**config.mk**
```make
export PLATFORM = sky130hd
export DESIGN_NAME = addsub_serial
export DESIGN_NICKNAME = d
export VERILOG_FILES = /design/src/rtl/addsub_serial.sv
export SDC_FILE = /design/constraint.sdc
export NUM_CORES = 1
export LEC_CHECK = 0
export ABC_AREA = 1
export CORE_ASPECT_RATIO = 0.7
export CORE_MARGIN = 1.5
export CORE_UTILIZATION = 44
export CTS_CLUSTER_SIZE = 24
export DETAILED_ROUTE_END_ITERATION = 10
export HOLD_SLACK_MARGIN = 0.06
export PLACE_DENSITY = 0.71
export SLEW_MARGIN = 20
export SYNTH_ARGS = -nofsm -noshare
export SYNTH_HDL_FRONTEND = slang
export SYNTH_SLANG_ARGS = --single-unit
```
**constraint.sdc**
```tcl
create_clock -name clk -period 3.8 [get_ports clk]
set_clock_uncertainty 0.1 [all_clocks]
set_input_delay 0.76 -clock clk [delete_from_list [all_inputs] [get_ports clk]]
set_output_delay 0.76 -clock clk [all_outputs]
set_load 0.01 [all_outputs]
```
**src/rtl/addsub_serial.sv**
```systemverilog
// Chunk-serial adder/subtractor: CHUNK bits per cycle, WIDTH/CHUNK cycles per operation.
// Optional signed saturation of the presented result when ADDSUB_SATURATE_EN is defined.
module addsub_serial #(
    parameter int WIDTH = 16,
    parameter int CHUNK = 4
) (
    input  logic             clk,
    input  logic             rst,
    input  logic             in_valid,
    output logic             in_ready,
    input  logic [WIDTH-1:0] x,
    input  logic [WIDTH-1:0] y,
    input  logic             sub,
    input  logic             carryin,
    output logic             out_valid,
    input  logic             out_ready,
    output logic [WIDTH-1:0] s,
    output logic             carryout,
    output logic             overflow
);

    localparam int unsigned NCH = WIDTH / CHUNK;
    localparam int unsigned KW  = (NCH > 1) ? $clog2(NCH) : 1;

    localparam logic [1:0] IDLE = 2'd0;
    localparam logic [1:0] RUN  = 2'd1;
    localparam logic [1:0] DONE = 2'd2;

    logic [1:0]       state_q, state_d;
    logic [KW-1:0]    k_q, k_d;
    logic [WIDTH-1:0] x_q, x_d;
    logic [WIDTH-1:0] y_q, y_d;
    logic             c_q, c_d;
    logic [WIDTH-1:0] s_q, s_d;
    logic             co_q, co_d;
    logic             ov_q, ov_d;

    logic [CHUNK-1:0] a_ch, b_ch;
    logic [CHUNK:0]   sum_ext;
    logic             last;

    always_comb begin
        a_ch = '0;
        b_ch = '0;
        for (int unsigned i = 0; i < NCH; i++) begin
            if (k_q == KW'(i)) begin
                a_ch = x_q[i*CHUNK +: CHUNK];
                b_ch = y_q[i*CHUNK +: CHUNK];
            end
        end
        sum_ext = {1'b0, a_ch} + {1'b0, b_ch} + (CHUNK+1)'(c_q);
        last    = (k_q == KW'(NCH - 1));
    end

    always_comb begin
        state_d = state_q;
        k_d     = k_q;
        x_d     = x_q;
        y_d     = y_q;
        c_d     = c_q;
        s_d     = s_q;
        co_d    = co_q;
        ov_d    = ov_q;
        case (state_q)
            IDLE: begin
                if (in_valid) begin
                    x_d     = x;
                    y_d     = y ^ {WIDTH{sub}};
                    c_d     = carryin ^ sub;
                    k_d     = '0;
                    state_d = RUN;
                end
            end
            RUN: begin
                for (int unsigned i = 0; i < NCH; i++) begin
                    if (k_q == KW'(i)) s_d[i*CHUNK +: CHUNK] = sum_ext[CHUNK-1:0];
                end
                c_d = sum_ext[CHUNK];
                if (last) begin
                    // Same operand signs with a differing result sign is C[W] ^ C[W-1].
                    co_d    = sum_ext[CHUNK];
                    ov_d    = (x_q[WIDTH-1] == y_q[WIDTH-1]) && (sum_ext[CHUNK-1] != x_q[WIDTH-1]);
                    k_d     = '0;
                    state_d = DONE;
                end else begin
                    k_d = k_q + 1'b1;
                end
            end
            DONE: begin
                if (out_ready) state_d = IDLE;
            end
            default: state_d = IDLE;
        endcase
    end

    always_ff @(posedge clk) begin
        if (rst) begin
            state_q <= IDLE;
            k_q     <= '0;
            x_q     <= '0;
            y_q     <= '0;
            c_q     <= 1'b0;
            s_q     <= '0;
            co_q    <= 1'b0;
            ov_q    <= 1'b0;
        end else begin
            state_q <= state_d;
            k_q     <= k_d;
            x_q     <= x_d;
            y_q     <= y_d;
            c_q     <= c_d;
            s_q     <= s_d;
            co_q    <= co_d;
            ov_q    <= ov_d;
        end
    end

    assign in_ready  = (state_q == IDLE);
    assign out_valid = (state_q == DONE);
    assign carryout  = co_q;
    assign overflow  = ov_q;

`ifdef ADDSUB_SATURATE_EN
    assign s = (state_q == DONE && ov_q)
             ? (x_q[WIDTH-1] ? {1'b1, {(WIDTH-1){1'b0}}} : {1'b0, {(WIDTH-1){1'b1}}})
             : s_q;
`else
    assign s = s_q;
`endif

endmodule
```
==> flow_results.org, run 1 <==
** Yosys
- Post-Synthesis Cell Area :: 2640 sq um
- For this run, the number of Yosys warnings is 0.
- Most numerous cell types in the synthesized netlist :: nor2_1 (60), dfxtp_1 (55), o21ai_0 (55)
- Synthesis instantiated 29 different standard cells from the library.
- Seq/Total Area, Yosys :: 41.8%
- The top cell type by area accounts for a little over two fifths of the synthesized area.
- The average instance in the mapped netlist occupies just under 8 sq um.
- The portion of synthesized area spent on multiplexers is 0%.
- Most used standard cell by instance count after synthesis :: nor2_1
- Fraction of synthesis flops using an asynchronous set or reset pin :: 0%
- Fraction of the mapped netlist area in simple logic gates :: 15.9%
- Primary flip-flop cell chosen by synthesis mapping :: dfxtp_1
- Dominant combinational cell family by area after synthesis :: compound AO/OA/AOI/OAI gates
- Of all cell types, the one taking the most synthesized area is dfxtp_1.
- After synthesis the netlist holds a flip-flop and latch count of between 50 and 60.
- After Yosys synthesis, full adders, half adders and majority gates account for approximately 4.8% of the synthesized area.
- Net count after synthesis :: about 390
- The synthesized netlist devotes under 10% of its cell area to XOR and XNOR gates.
- Cells after synthesis :: 340
- Post-synth EDFFs :: 0
- Synthesized-area fraction occupied by ao, oa, aoi and oai cells :: 22.3%
- After synthesis, the cell types taking the most area are dfxtp_1 (42%), o21ai_0 (10%), nor2_1 (8.5%), a21oi_1 (6.1%), xor2_1 (5.3%).

** STA
- Setup Viol. Count Final :: 0
- For the finished layout, the period the worst path requires is about 2.8 ns.
- Final number of max-transition violations :: 0
- The final critical path takes up between 70% and 80% of the cycle.
- The worst pin sits at a relative slew slack of 41.8%.
- The hold violation count in the final report was 0.
- For the final routed database, the setup TNS stands at 0 ns.
- Slew at the pin with the worst max-slew slack :: slightly below 0.9 ns
- Setup repair after global routing left no endpoint under its margin.
- Maximum clock rate :: ~350 MHz

** Final layout
- After the last flow step, the layout net total stands at between 400 and 500.
- Of the cells placed in the final design, the portion with a size suffix greater than 1 is 6.12%.
- Fill cells :: approximately 530
- The finished layout holds 467 standard cells, fillers aside.
- Relative to the synthesized area, the layout overhead comes to 27.6%.
- Ant diodes :: 0

** Critical path
- The largest individual stage delay along the critical path comes from the cell dfxtp_1.
- Peak fanout along the critical path :: 7
- Crit end category :: flop
- By startpoint and endpoint, the worst setup path is classified as flop to flop.
- Required time of the critical path :: roughly 4 ns
- Traced cell by cell, the critical path runs through inv_1, ha_1, nor2_1, inv_1, o21ai_0, a22oi_1, fa_1, inv_1, fa_1, xor2_1, nor2_1, nor2_1.
- Largest stage delay on the critical path :: just under 0.4 ns
- The worst setup path is launched from a flop.
- CP Data Arrival Time :: ~3.0 ns

** Clock network
- Longest Clk Path Bufs :: 2
- Clock tree from TritonCTS :: yes
- After clock tree synthesis, the flow added hold-fix buffers numbering 0.
- Clock Latency Late Sink :: about 0.31 ns
- Clock-pin slew reported for the worst setup and hold paths after clock tree synthesis :: ~0.10 ns
- Post-CTS repair changed the size of 0 cells.
- The cell sitting at the root of the clock tree is a clkbuf_8.
- The clock drives 55 sinks.
- Once the clock tree was built, the setup fixing pass inserted 0 buffers.
- In this run the number of H-tree levels came out at 2.
- Number of buffers inserted during clock tree synthesis :: 5

** Floorplan
- Die outline width :: around 95 microns
- For this configuration, the core starts out at a cell density of a little under half.
- DIE AREA :: around 6500 sq um
- Measured along the y axis, the die boundary spans roughly 68 microns.
- Count of pins on the block boundary :: 58
- The core region is roughly 5800 sq um.
- Standard-cell row count :: 23

** Global route
- For this run the aggregate overflow at the end of global routing stands at 0.
- Wire length of the first global-routing pass :: 9.51 mm
- The number of antenna violations at the first check in global routing is 0.
- Global router's overall resource usage :: around a fifth
- Largest net degree at the start of global routing :: 46
- Vias in the first global route :: approximately 2000

** Pwr
- Pwr per Cell Area :: between 400 and 500 nW/um^2
- Summed over all cells, the static leakage comes to between 1 and 1.5 nW.
- IR Drop Worst-Case VDD :: 0.166 mV

** Drt
- Remaining number of nets flagged by the antenna check after routing :: 0
- Total iterations of the first detailed-routing run :: 5
- Residual DRC count :: 0
- Wire length per cell :: around 13 microns
- The routed layout has about 2300 vias.
- DR iter-0 viols :: between 100 and 150
- Average vias per placed instance :: roughly 4.9
- The final layout contains routed wiring with a total length of between 5 and 6 mm.

** Placement
- Sum of net half-perimeters after detailed placement :: approximately 4.3 mm
- Counting tap cells, the placed design contains a total of between 400 and 500 instances.
- Final Wtd Congestion :: ~0.86
- Port buffering added between 50 and 60 buffers.

** Outcome
- Result of the run :: finished clean

** Hold path
- Path class of the lowest-slack min-delay path :: flop to flop

** Flow run
- Max-cap violations in this run came to 0.
## sequential cells by signal (all words and copies together), names as in the netlist
signal	cells
c_q	1
carryout	1
k_q	2
overflow	1
s	16
state_q	2
x_q	16
y_q	16
## critical path: cells and delay by family (launching register included)
kind            cells  cell delay (ns)
xor+xnor            1             0.31
flops               1             0.39
fa+ha+maj           3             0.85
simple gates        3             0.51
buf+inv             3             0.34
compound gates      2             0.28
## metrics by stage
step | total power [mW] | hold WS (ns) | worst slack (ns) | cell area, sq um | util, %
after floorplan | 0.831 | 0.324 | 1.28 | 2640 | -
after global placement | 0.924 | 0.342 | 1.13 | 3230 | 56.1
after detailed placement | 0.931 | 0.349 | 0.988 | 3230 | 56.1
after CTS | 1.38 | 0.363 | 0.958 | 3360 | 58.4
after global routing | 1.45 | 0.384 | 0.648 | 3360 | 58.4
final | 1.38 | 0.365 | 0.956 | 3360 | 58.4
## routing by layer
metal,GRT usage (%),wire length [microns]
met2,30.1,2660
met4,5.33,55
met5,0,0
met1,26.5,2900
met3,5.63,321
## cells by family (layout without fill, tap and decap cells)
kind of cell | after synthesis | count (layout)
adders and majority gates | 9 | 9
DFF | 55 | 55
xor gates and xnor gates | 18 | 18
AOI/OAI and AO/OA | 107 | 107
and+or+nand+nor | 95 | 95
buffers and inverters | 56 | 108
## layout by cell type (no fill, tap or decap)
cell type        netlist  layout
inv_1                 37      37
o211ai_1               2       2
o21bai_1               1       1
xnor2_1                2       2
nand2_1               22      22
o21ai_0               55      55
bufinv_16              0       2
ha_1                   7       7
buf_4                  3       2
clkinvlp_4             0       1
a31oi_1                1       1
xor2_1                16      16
clkbuf_8               0       5
a22oi_1                2       2
o22ai_1                3       3
dfxtp_1               55      55
nand2_4                2       2
o21ai_1                2       2
clkdlybuf4s50_1        0      57
nor2_1                60      60
inv_2                  3       3
a21oi_1               32      32
nand3_1                5       5
fa_1                   2       2
nor2_2                 1       1
a211oi_2               2       2
o21a_1                 6       6
nor2_4                 5       5
inv_4                  1       1
a22o_1                 1       1
## final timing paths
kind         cells after the start            startpoint  slack [ns]                    to
min                              2  y_q[10]$_SDFFE_PP0P_        0.37  y_q[10]$_SDFFE_PP0P_
max                             12   k_q[1]$_SDFFE_PP0P_        0.96     s[6]$_SDFFE_PP0P_
min reg2reg                      2  y_q[10]$_SDFFE_PP0P_        0.37  y_q[10]$_SDFFE_PP0P_
max reg2reg                     12   k_q[1]$_SDFFE_PP0P_        0.96     s[6]$_SDFFE_PP0P_
## area by class of cell
type                       instances  area (sq um)  area share [%]
clock buffer                       5          68.8            2.05
clock inverter                     3          67.6            2.01
inverter                          41           156            4.65
multi-input combinational        229          1290            38.4
sequential                        55          1100            32.7
tap                               75          93.8            2.79
timing repair buffer              59           586            17.4
## power breakdown
part | switching (mW) | leakage [nW] | internal (mW)
combinational | 0.160 | 0.889 | 0.122
sequential | 0.0204 | 0.452 | 0.617
clock | 0.198 | 0.0644 | 0.263
Power figures use the tool's default switching activity.
==> inputs of run 2 (changes only) <==
--- a/config.mk
+++ b/config.mk
@@ -12,7 +12,7 @@
 export CTS_CLUSTER_SIZE = 24
 export DETAILED_ROUTE_END_ITERATION = 10
 export HOLD_SLACK_MARGIN = 0.06
-export PLACE_DENSITY = 0.71
+export PLACE_DENSITY = 0.74
 export SLEW_MARGIN = 20
 export SYNTH_ARGS = -nofsm -noshare
 export SYNTH_HDL_FRONTEND = slang
==> constraint.sdc (replaced) <==
create_clock -name clk -period 2.6 [get_ports clk]
set_clock_uncertainty 0.1 [all_clocks]
set_input_delay 0.52 -clock clk [delete_from_list [all_inputs] [get_ports clk]]
set_output_delay 0.52 -clock clk [all_outputs]
set_load 0.01 [all_outputs]
==> run 2 against run 1 <==
  * Fmax up 17%
  * Critical path depth is 1 higher
  * Register-to-register slack got worse by 0.80 ns
  * Count of clock-buffer cells in the layout is the same
  * Power grew 50%
  * Sequential share of layout area decreased by 1.3 points
  * Routed wire length increased by 1.4%
  * Hold slack better by 0.0022 ns
  * Sequential power is 46% higher
  * Die area unchanged
  * Flip-flop and latch count is the same
  * Clock power up 44%
  * Largest power group unchanged
==> flow_results.org, run 2 (synthesized netlist as in run 1, its figures left out) <==
** Outcome
- The run finished with clean final reports.

** Flow run
- The tool flagged a number of max-cap violations equal to 0.

** Clock network
- Hold repair after CTS inserted 0 buffers.
- Number of buffers inserted during clock tree synthesis :: 5
- Longest Clk Path Bufs :: 2
- Sink Count :: 55
- TritonCTS built the clock tree.
- The H-tree was split into 2 levels.
- For the worst-skew pair, the clock arrives at the later sink with an insertion delay of slightly above 0.3 ns.
- Clock-pin slew reported for the worst setup and hold paths after clock tree synthesis :: 0.10 ns
- The tree is rooted in a clkbuf_8.

** Hold path
- The tightest min-delay check is of the flop to flop type.

** Final layout
- Most frequent standard cell in the layout excluding fill and tap cells :: nor2_1
- Synth-to-layout area growth :: 33.7%
- Ant diodes :: 0
- Fraction of layout instances using a drive strength above 1 :: 13.6%
- After filler insertion, the fill cell instance count of the layout stands at between 500 and 600.
- The library cells used most frequently in the layout, excluding fill and tap cells, are nor2_1 (59), clkdlybuf4s50_1 (57), dfxtp_1 (53), o21ai_0 (49), inv_1 (31).
- For this run, the post-layout net count is approximately 450.

** Critical path
- For this run, the slowest stage of the critical path takes 0.42 ns.
- By startpoint and endpoint, the worst setup path is classified as flop to flop.
- In this run the worst path has a maximum fanout of 6.
- CP Data Arrival Time :: around 2.5 ns
- Reg-to-reg critical path startpoint :: k_q[1]$_SDFFE_PP0P_
- STA classifies the critical path startpoint as a flop.
- Slowest-stage cell, CP :: fa_2
- Data on the critical path is required at its endpoint by ~2.7 ns.
- In this run the critical register-to-register path is captured at c_q$_SDFFE_PP0P_.
- The most critical setup path has its endpoint at c_q$_SDFFE_PP0P_.
- Sequence of cells on the critical path :: inv_2, ha_4, buf_4, a21oi_1, o21ai_1, a22oi_2, fa_2, inv_2, fa_2, a21oi_2, o21bai_2, nand2_1, a31oi_1
- The critical path starts at k_q[1]$_SDFFE_PP0P_.
- Crit end category :: flop
- Register-to-register setup slack :: between 0.15 and 0.2 ns
- Counting cells, the worst reg-to-reg path comes to 13.

** Floorplan
- Die Height :: 67.7 microns
- DIE AREA :: between 6000 and 7000 sq um
- Die outline width :: roughly 95 microns
- Count of pins on the block boundary :: between 50 and 60
- For this configuration, the core starts out at a cell density of between 40% and 50%.
- Standard-cell row count :: 23
- The floorplan step defined a core boundary enclosing around 5800 sq um.

** Placement
- Before CTS, the worst setup slack after placement is -0.0349 ns.
- Buffers placed on the I/O ports in this run total 57.
- Once detailed placement completed, the half-perimeter wirelength came to about 4.4 mm.
- Final Wtd Congestion :: ~0.85

** Drt
- Using the TritonRoute via totals, the vias-per-cell ratio works out to 4.91.
- Vias post-DR :: ~2300
- Residual DRC count :: 0
- Total iterations of the first detailed-routing run :: 4
- The final layout contains routed wiring with a total length of between 6 and 7 mm.
- DR iter-0 viols :: roughly 110
- Remaining number of nets flagged by the antenna check after routing :: 0
- Wire length per cell :: ~13 microns

** Global route
- Vias in the first global route :: between 2000 and 2500
- Largest net degree at the start of global routing :: between 40 and 50
- GR Overflow Total :: 0
- Global routing used between 10% and 20% of the available tracks across all layers.
- Initial antenna violation count :: 0
- The first global-routing pass estimated slightly below 10 mm of wire.

** Pwr
- Tot Pwr :: slightly above 2 mW
- Leakage component of the power :: ~1.5 nW
- Across the VDD grid, the largest voltage drop is ~0.23 mV.
- Pwr per Cell Area :: 587 nW/um^2

** STA
- Final critical delay including setup and external delays :: around 2.4 ns
- Remaining max-slew budget at the tightest pin :: 78.2%
- Total negative setup slack :: 0 ns
- Across all setup checks in the final design, the least slack found is about 0.16 ns.
- Across all hold checks on the routed design, the worst slack comes to roughly 0.37 ns.
- Final number of max-transition violations :: 0
- Final hold violations :: 0
- Slew at the pin with the worst max-slew slack :: around 0.33 ns
- Unrepaired setup endpoints after global routing :: yes
- Setup violations remaining at the end of the flow were counted as 0.
- The final critical path takes up 93.8% of the cycle.
- Timing would allow up to around 400 MHz.
run 2: cell types whose count changed in the layout (fill, tap and decap cells not counted), moves of 3 or more:
cell,before,now
inv_1,37,31
o21ai_1,2,8
inv_2,3,9
ha_1,7,4
o21ai_0,55,49
buf_4,2,12
run 2: power breakdown:
| group | switching [mW] | internal (mW) | leakage, nW | total (mW) |
|---|---|---|---|---|
| clock | 0.282 | 0.384 | 0.0644 | 0.666 |
| sequential | 0.0314 | 0.901 | 0.454 | 0.933 |
| combinational | 0.254 | 0.214 | 0.944 | 0.468 |
| total | 0.568 | 1.50 | 1.46 | 2.07 |
run 2: worst min path at each step:
| stage | startpoint | to | slack [ns] | cells after the start |
|---|---|---|---|---|
| 6_report | y_q[3]$_SDFFE_PP0P_ | y_q[3]$_SDFFE_PP0P_ | 0.37 | 2 |
| 5_1_grt | y_q[13]$_SDFFE_PP0P_ | y_q[13]$_SDFFE_PP0P_ | 0.40 | 2 |
| 3_3_place_gp | y_q[5]$_SDFFE_PP0P_ | y_q[5]$_SDFFE_PP0P_ | 0.35 | 2 |
| 3_5_place_dp | y_q[3]$_SDFFE_PP0P_ | y_q[3]$_SDFFE_PP0P_ | 0.35 | 2 |
| 4_1_cts | y_q[3]$_SDFFE_PP0P_ | y_q[3]$_SDFFE_PP0P_ | 0.37 | 2 |
| 2_1_floorplan | y_q[0]$_SDFFE_PP0P_ | y_q[0]$_SDFFE_PP0P_ | 0.32 | 2 |
run 2: per-layer routing:
metal  routed length, microns  vias up  global-route usage (%)
met3                      291        8                    5.07
met4                       80        0                    4.96
li1                         -     1222                       -
met2                     2780       56                    33.2
met1                     2870     1060                    25.1
met5                        0        -                       0
run 2: final cells by class:
type / count / area (sq um) / share of cell area, %
clock inverters: 3 / 67.6 / 1.92
flip-flops and latches: 55 / 1110 / 31.5
inverters: 41 / 156 / 4.44
clock buffers: 5 / 68.8 / 1.95
repair buffers: 70 / 681 / 19.3
well taps: 75 / 93.8 / 2.66
multi-input cells: 229 / 1350 / 38.2
run 2: metrics by stage:
stage          instances  utilization (%)  cell area, sq um
2_1_floorplan        340                -              2640
3_3_place_gp         468             57.5              3310
3_5_place_dp         468             57.5              3310
4_1_cts              476             60.1              3460
5_1_grt              478             61.2              3520
6_report             478             61.2              3520
run 2: critical path, delay by kind of cell (launching register included):
kind / cells / cell delay (ns)
flip-flops: 1 / 0.38
buffers and inverters: 3 / 0.25
AO/OA/AOI/OAI: 6 / 0.72
AND/OR/NAND/NOR: 1 / 0.07
adder cells (fa/ha/maj): 3 / 0.80
run 2: timing repair:
action                     in CTS  in global routing
pin swaps                       1                  4
resized for setup               5                 25
setup endpoints to repair      12                 15
buffers inserted                0                  2
hold endpoints to repair        0                  0
